File: src/rtl/handshake_input_port_8bit_if.sv
// Bundle for the 4-phase parallel input port and its CPU-side read interface.
//   master : producer + CPU side (drives ext_stb/ext_data/rd_en, observes the rest)
//   slave  : the port block itself
// Signals:
//   ext_stb    producer strobe (asynchronous to clk)
//   ext_data   producer data, stable while ext_stb is high until ext_ack is seen
//   ext_ack    acknowledge back to the producer
//   rd_en      CPU read strobe, one pulse consumes the held byte
//   DO         held byte
//   data_valid holding register contains an unread byte
//   busy       handshake in progress
interface handshake_input_port_8bit_if #(
   parameter int unsigned WIDTH = 8
) ();

   logic             ext_stb;
   logic [WIDTH-1:0] ext_data;
   logic             ext_ack;
   logic             rd_en;
   logic [WIDTH-1:0] DO;
   logic             data_valid;
   logic             busy;

   modport master (
      output ext_stb,
      output ext_data,
      output rd_en,
      input  ext_ack,
      input  DO,
      input  data_valid,
      input  busy
   );

   modport slave (
      input  ext_stb,
      input  ext_data,
      input  rd_en,
      output ext_ack,
      output DO,
      output data_valid,
      output busy
   );

endinterface

File: src/rtl/handshake_input_port_8bit.sv
// Receiving end of the 4-phase parallel port. The producer's strobe is synchronized into the
// clk domain; a byte is captured into a one-entry holding register, acknowledged, and held for
// the CPU until read. While the entry is full the producer is back-pressured (no ack).
// Ports:
//   clk    system clock, rising edge
//   rst_n  asynchronous active-low reset
//   port   slave side of handshake_input_port_8bit_if (ext_stb/ext_data/ext_ack,
//          rd_en/DO/data_valid/busy)
// Parameters:
//   WIDTH        data width (must match the interface WIDTH)
//   SYNC_STAGES  synchronizer depth for ext_stb, must be >= 2
module handshake_input_port_8bit #(
   parameter int unsigned WIDTH       = 8,
   parameter int unsigned SYNC_STAGES = 2
) (
   input logic                          clk,
   input logic                          rst_n,
   handshake_input_port_8bit_if.slave   port
);

   typedef enum logic [0:0] {StIdle, StAck} state_e;

   state_e                 state_q, state_d;
   logic [SYNC_STAGES-1:0] sync_q, sync_d;
   logic                   stb_s;
   logic                   ext_ack_q, ext_ack_d;
   logic [WIDTH-1:0]       do_q, do_d;
   logic                   data_valid_q, data_valid_d;
   logic                   busy_q, busy_d;

   // Shift chain; bit 0 is the metastability-exposed stage.
   always_comb begin
      sync_d = {sync_q[SYNC_STAGES-2:0], port.ext_stb};
   end

   assign stb_s = sync_q[SYNC_STAGES-1];

   always_comb begin
      state_d      = state_q;
      ext_ack_d    = ext_ack_q;
      do_d         = do_q;
      data_valid_d = data_valid_q;

      // A read consumes the held byte in either state. Capture below only fires when the
      // registered data_valid is already 0, so a read and a capture never share an edge.
      if (port.rd_en && data_valid_q) begin
         data_valid_d = 1'b0;
      end

      unique case (state_q)
         StIdle: begin
            if (stb_s && !data_valid_q) begin
               do_d         = port.ext_data;
               data_valid_d = 1'b1;
               ext_ack_d    = 1'b1;
               state_d      = StAck;
            end
         end
         StAck: begin
            if (!stb_s) begin
               ext_ack_d = 1'b0;
               state_d   = StIdle;
            end
         end
         default: begin
            state_d   = StIdle;
            ext_ack_d = 1'b0;
         end
      endcase

      busy_d = (state_d != StIdle);
   end

   always_ff @(posedge clk or negedge rst_n) begin
      if (!rst_n) begin
         state_q      <= StIdle;
         sync_q       <= '0;
         ext_ack_q    <= 1'b0;
         do_q         <= '0;
         data_valid_q <= 1'b0;
         busy_q       <= 1'b0;
      end else begin
         state_q      <= state_d;
         sync_q       <= sync_d;
         ext_ack_q    <= ext_ack_d;
         do_q         <= do_d;
         data_valid_q <= data_valid_d;
         busy_q       <= busy_d;
      end
   end

   assign port.ext_ack    = ext_ack_q;
   assign port.DO         = do_q;
   assign port.data_valid = data_valid_q;
   assign port.busy       = busy_q;

endmodule
File: src/flat_wrapper.sv
// flat-port wrapper written by rule: the top's interface ports become plain ports
module handshake_input_port_8bit_flat 
#(
   parameter int unsigned WIDTH       = 8,
   parameter int unsigned SYNC_STAGES = 2
)
  (clk, rst_n, port_ext_stb, port_ext_data, port_rd_en, port_ext_ack, port_DO, port_data_valid, port_busy);
  handshake_input_port_8bit_if #(.WIDTH(WIDTH)) port_i ();
  input logic clk;
  input logic rst_n;
  input wire logic [$bits(port_i.ext_stb)-1:0] port_ext_stb;
  input wire logic [$bits(port_i.ext_data)-1:0] port_ext_data;
  input wire logic [$bits(port_i.rd_en)-1:0] port_rd_en;
  output wire logic [$bits(port_i.ext_ack)-1:0] port_ext_ack;
  output wire logic [$bits(port_i.DO)-1:0] port_DO;
  output wire logic [$bits(port_i.data_valid)-1:0] port_data_valid;
  output wire logic [$bits(port_i.busy)-1:0] port_busy;
  assign port_i.ext_stb = port_ext_stb;
  assign port_i.ext_data = port_ext_data;
  assign port_i.rd_en = port_rd_en;
  assign port_ext_ack = port_i.ext_ack;
  assign port_DO = port_i.DO;
  assign port_data_valid = port_i.data_valid;
  assign port_busy = port_i.busy;
  handshake_input_port_8bit #(.WIDTH(WIDTH), .SYNC_STAGES(SYNC_STAGES)) u_core (.clk(clk), .rst_n(rst_n), .port(port_i));
endmodule
File: config.mk
export PLATFORM = sky130hd
export DESIGN_NAME = handshake_input_port_8bit_flat
export DESIGN_NICKNAME = d
export VERILOG_FILES = /design/src/rtl/handshake_input_port_8bit_if.sv /design/src/rtl/handshake_input_port_8bit.sv /design/src/flat_wrapper.sv
export SDC_FILE = /design/constraint.sdc
export NUM_CORES = 1
export LEC_CHECK = 0
export CAP_MARGIN = 10
export CELL_PAD_IN_SITES_DETAIL_PLACEMENT = 2
export CELL_PAD_IN_SITES_GLOBAL_PLACEMENT = 2
export CORE_MARGIN = 3
export CORE_UTILIZATION = 22
export DETAILED_ROUTE_END_ITERATION = 8
export PLACE_DENSITY_LB_ADDON = 0.1
export SYNTH_ARGS = -nofsm -noshare
export SYNTH_HDL_FRONTEND = slang
export SYNTH_SLANG_ARGS = --single-unit
File: constraint.sdc
create_clock -name clk -period 1.3 [get_ports clk]
set_clock_uncertainty 0.1 [all_clocks]
set_input_delay 0.325 -clock clk [delete_from_list [all_inputs] [get_ports clk]]
set_output_delay 0.325 -clock clk [all_outputs]
set_load 0.05 [all_outputs]
==> impl_metrics.env <==
export IMPL_status="complete, but fails checks"
export IMPL_violations="negative setup slack"
export IMPL_p_per_area_nw_per_um2=1920
export IMPL_boundaryPins=23
export IMPL_antenna_found_initial=0
export IMPL_postCtsHoldBufs=0
export IMPL_drt_iter0_drc=1
export IMPL_clock_path_buffers=2
export IMPL_finalSetupTns_ps=-596
export IMPL_insertion_delay_ps=280
export IMPL_numCtsBuffers=3
export IMPL_die_y_um=52.4
export IMPL_grt_ovfl_total=0
export IMPL_wl_per_cell_um=17.4
export IMPL_cts_tree="done"
export IMPL_path_max_fanout=3
export IMPL_leakagePower_nw=0.471
export IMPL_root_buffer="clkbuf_4"
export IMPL_hold_viol=0
export IMPL_die_area_um2=2750
export IMPL_vias_per_cell=4.23
export IMPL_power_switching_mw=0.733
export IMPL_netlist_area_leader_share_pct=68.6
export IMPL_yosysUniqueCellTypes=8
export IMPL_synth_area_um2=474
export IMPL_period_needed_ps=1410
export IMPL_clk_transition_reported_paths_ps=90
export IMPL_antenna_cells=0
export IMPL_ys_top_cells_by_area="dfrtp_1, mux2_2, nor3b_4"
export IMPL_cts_sinks=13
export IMPL_grt_pass1_vias=419
export IMPL_tightest_slew_ps=221
export IMPL_avgSynthCellArea_um2=16.9
export IMPL_drive_above_1_share_pct=58.2
export IMPL_rsz0062_at_grt="yes"
export IMPL_area_delta_synth_final_pct=114
export IMPL_core_um2=2000
export IMPL_via_count=398
export IMPL_core_rowCount=16
export IMPL_n_fill_cell=192
export IMPL_maxSlewHeadroom_pct=85.1
export IMPL_path_class="reg2out"
export IMPL_synth_nets=40
export IMPL_power_internal_mw=1.22
export IMPL_power_frac_seq_pct=31.3
export IMPL_finalSetupViolations=13
export IMPL_final_max_slew_viol_count=0
export IMPL_fmax_ghz=0.708
export IMPL_grt_use_total_pct=12.0
export IMPL_synthCells=28
export IMPL_grt_pass1_wl_mm=2.21
export IMPL_ant_nets=0
export IMPL_fin_crit_sh_pct=109
export IMPL_arrival_ps=990
export IMPL_clkPwrFrac_pct=13.5
export IMPL_peakVddDrop_mv=0.732
export IMPL_hold_class="in2async"
export IMPL_final_nets=80
export IMPL_yosysTopAreaCell="dfrtp_1"
export IMPL_drt_first_pass_iters=2
export IMPL_die_w_um=52.4
export IMPL_gp_congestion=0.642
export IMPL_yosys_warnings=0
export IMPL_seq_area_frac_synth_pct=68.6
export IMPL_route_detailed_drc=0
export IMPL_final_core_util_pct=50.7
export IMPL_finalWirelength_mm=1.63
export IMPL_ys_ff_latch=13
export IMPL_portBuffers=22
export IMPL_worst_setup_path_end_kind="primary output"
export IMPL_grt_max_degree=14
export IMPL_cp_start_kind="flip-flop"
export IMPL_crit_required_ps=880
export IMPL_maxCapViolations=0
export IMPL_switching_share_pct=37.6
export IMPL_pwr_share_comb_pct=55.2
export IMPL_htreeDepth=1
export IMPL_dp_hpwl_mm=1.09
export IMPL_timing_hold_ws_ps=246
export IMPL_initial_core_util_pct=23.7
export IMPL_dp_cells=82
export IMPL_instances_no_fill=94
export IMPL_setup_ws_ps=-112
[worst paths after layout]
path	from	to	slack [ps]	cells after the start
max in group asynchronous	rst_n	u_core.state_q$_DFF_PN0_	670	2
hold reg to reg	u_core.sync_q[0]$_DFF_PN0_	u_core.sync_q[1]$_DFF_PN0_	270	0
hold / removal	rst_n	u_core.port.DO[0]$_DFFE_PN0P_	250	2
min in group clk	u_core.sync_q[0]$_DFF_PN0_	u_core.sync_q[1]$_DFF_PN0_	270	0
setup / recovery	u_core.state_q$_DFF_PN0_	port_busy	-110	2
setup reg to reg	u_core.port.data_valid$_DFF_PN0_	u_core.port.DO[6]$_DFFE_PN0P_	-50	3
[stage by stage]
step	worst slack (ps)	area [um^2]	total power [mW]
after global placement	-20.8	891	1.50
after detailed placement	-69.6	891	1.54
after CTS	-122	970	1.87
after global routing	-154	1010	2.04
after floorplan	-210	477	0.987
final	-112	1010	1.95
[cell usage after synthesis]
| cell | count |
|---|---|
| nor3b_4 | 1 |
| inv_1 | 2 |
| a22o_1 | 1 |
| mux2_2 | 8 |
| a21o_2 | 1 |
| o21bai_1 | 1 |
| dfrtp_1 | 13 |
| a21boi_0 | 1 |
[state kept, by name, summed over array words and instances, names as in the netlist]
| name | count |
|---|---|
| u_core.sync_q | 2 |
| u_core.port.ext_ack | 1 |
| u_core.state_q | 1 |
| u_core.port.data_valid | 1 |
| u_core.port.DO | 8 |
[kinds of logic after synthesis]
group	count (synthesis)	share of synthesized area, %
AOI/OAI and AO/OA	4	6.86
buffers and inverters	2	1.58
DFF	13	68.6
muxes	8	19.0
and+or+nand+nor	1	3.96
[power by group through the flow]
stage / registers (mW) / logic [mW] / clock network (mW)
6_report: 0.611 / 1.08 / 0.263
3_5_place_dp: 0.616 / 0.923 / 0
3_3_place_gp: 0.602 / 0.902 / 0
5_1_grt: 0.623 / 1.11 / 0.300
2_1_floorplan: 0.882 / 0.105 / 0
4_1_cts: 0.610 / 1.00 / 0.261
[metal layers]
| metal | GRT usage (%) | up-vias | part of all wire [%] |
|---|---|---|---|
| li1 | - | 175 | - |
| met4 | 7.66 | 0 | 2.5 |
| met3 | 4.84 | 5 | 8.0 |
| met5 | 0 | - | 0 |
| met1 | 13.3 | 198 | 39 |
| met2 | 18.8 | 20 | 50 |
[timing repair]
action / CTS / global route
endpoints found under the setup margin: 12 / 19
resized for setup: 10 / 0
setup buffers: 2 / 6
pin swaps: 0 / 0
[final cells by class]
cell class / instances / area [um^2] / share of cell area [%]
tap: 27 / 33.8 / 3.33
clock buffer: 4 / 26.3 / 2.59
multi-input combinational: 13 / 171 / 16.9
inverter: 2 / 7.51 / 0.740
sequential: 13 / 328 / 32.3
timing repair buffer: 35 / 448 / 44.1
[placed cells by master, fill, tap and decap left out, drive strengths merged]
cell type,n
a21boi,1
mux2,8
a21o,1
clkbuf,4
buf,24
nor3b,1
inv,2
clkdlybuf4s50,11
a22o,1
o21bai,1
dfrtp,13
[critical path, cell delays in order, from the launching register on]
cell,delay [ps]
dfrtp_2,440
buf_6,140
buf_12,140
Note: power is estimated with default switching activity, not from simulation.
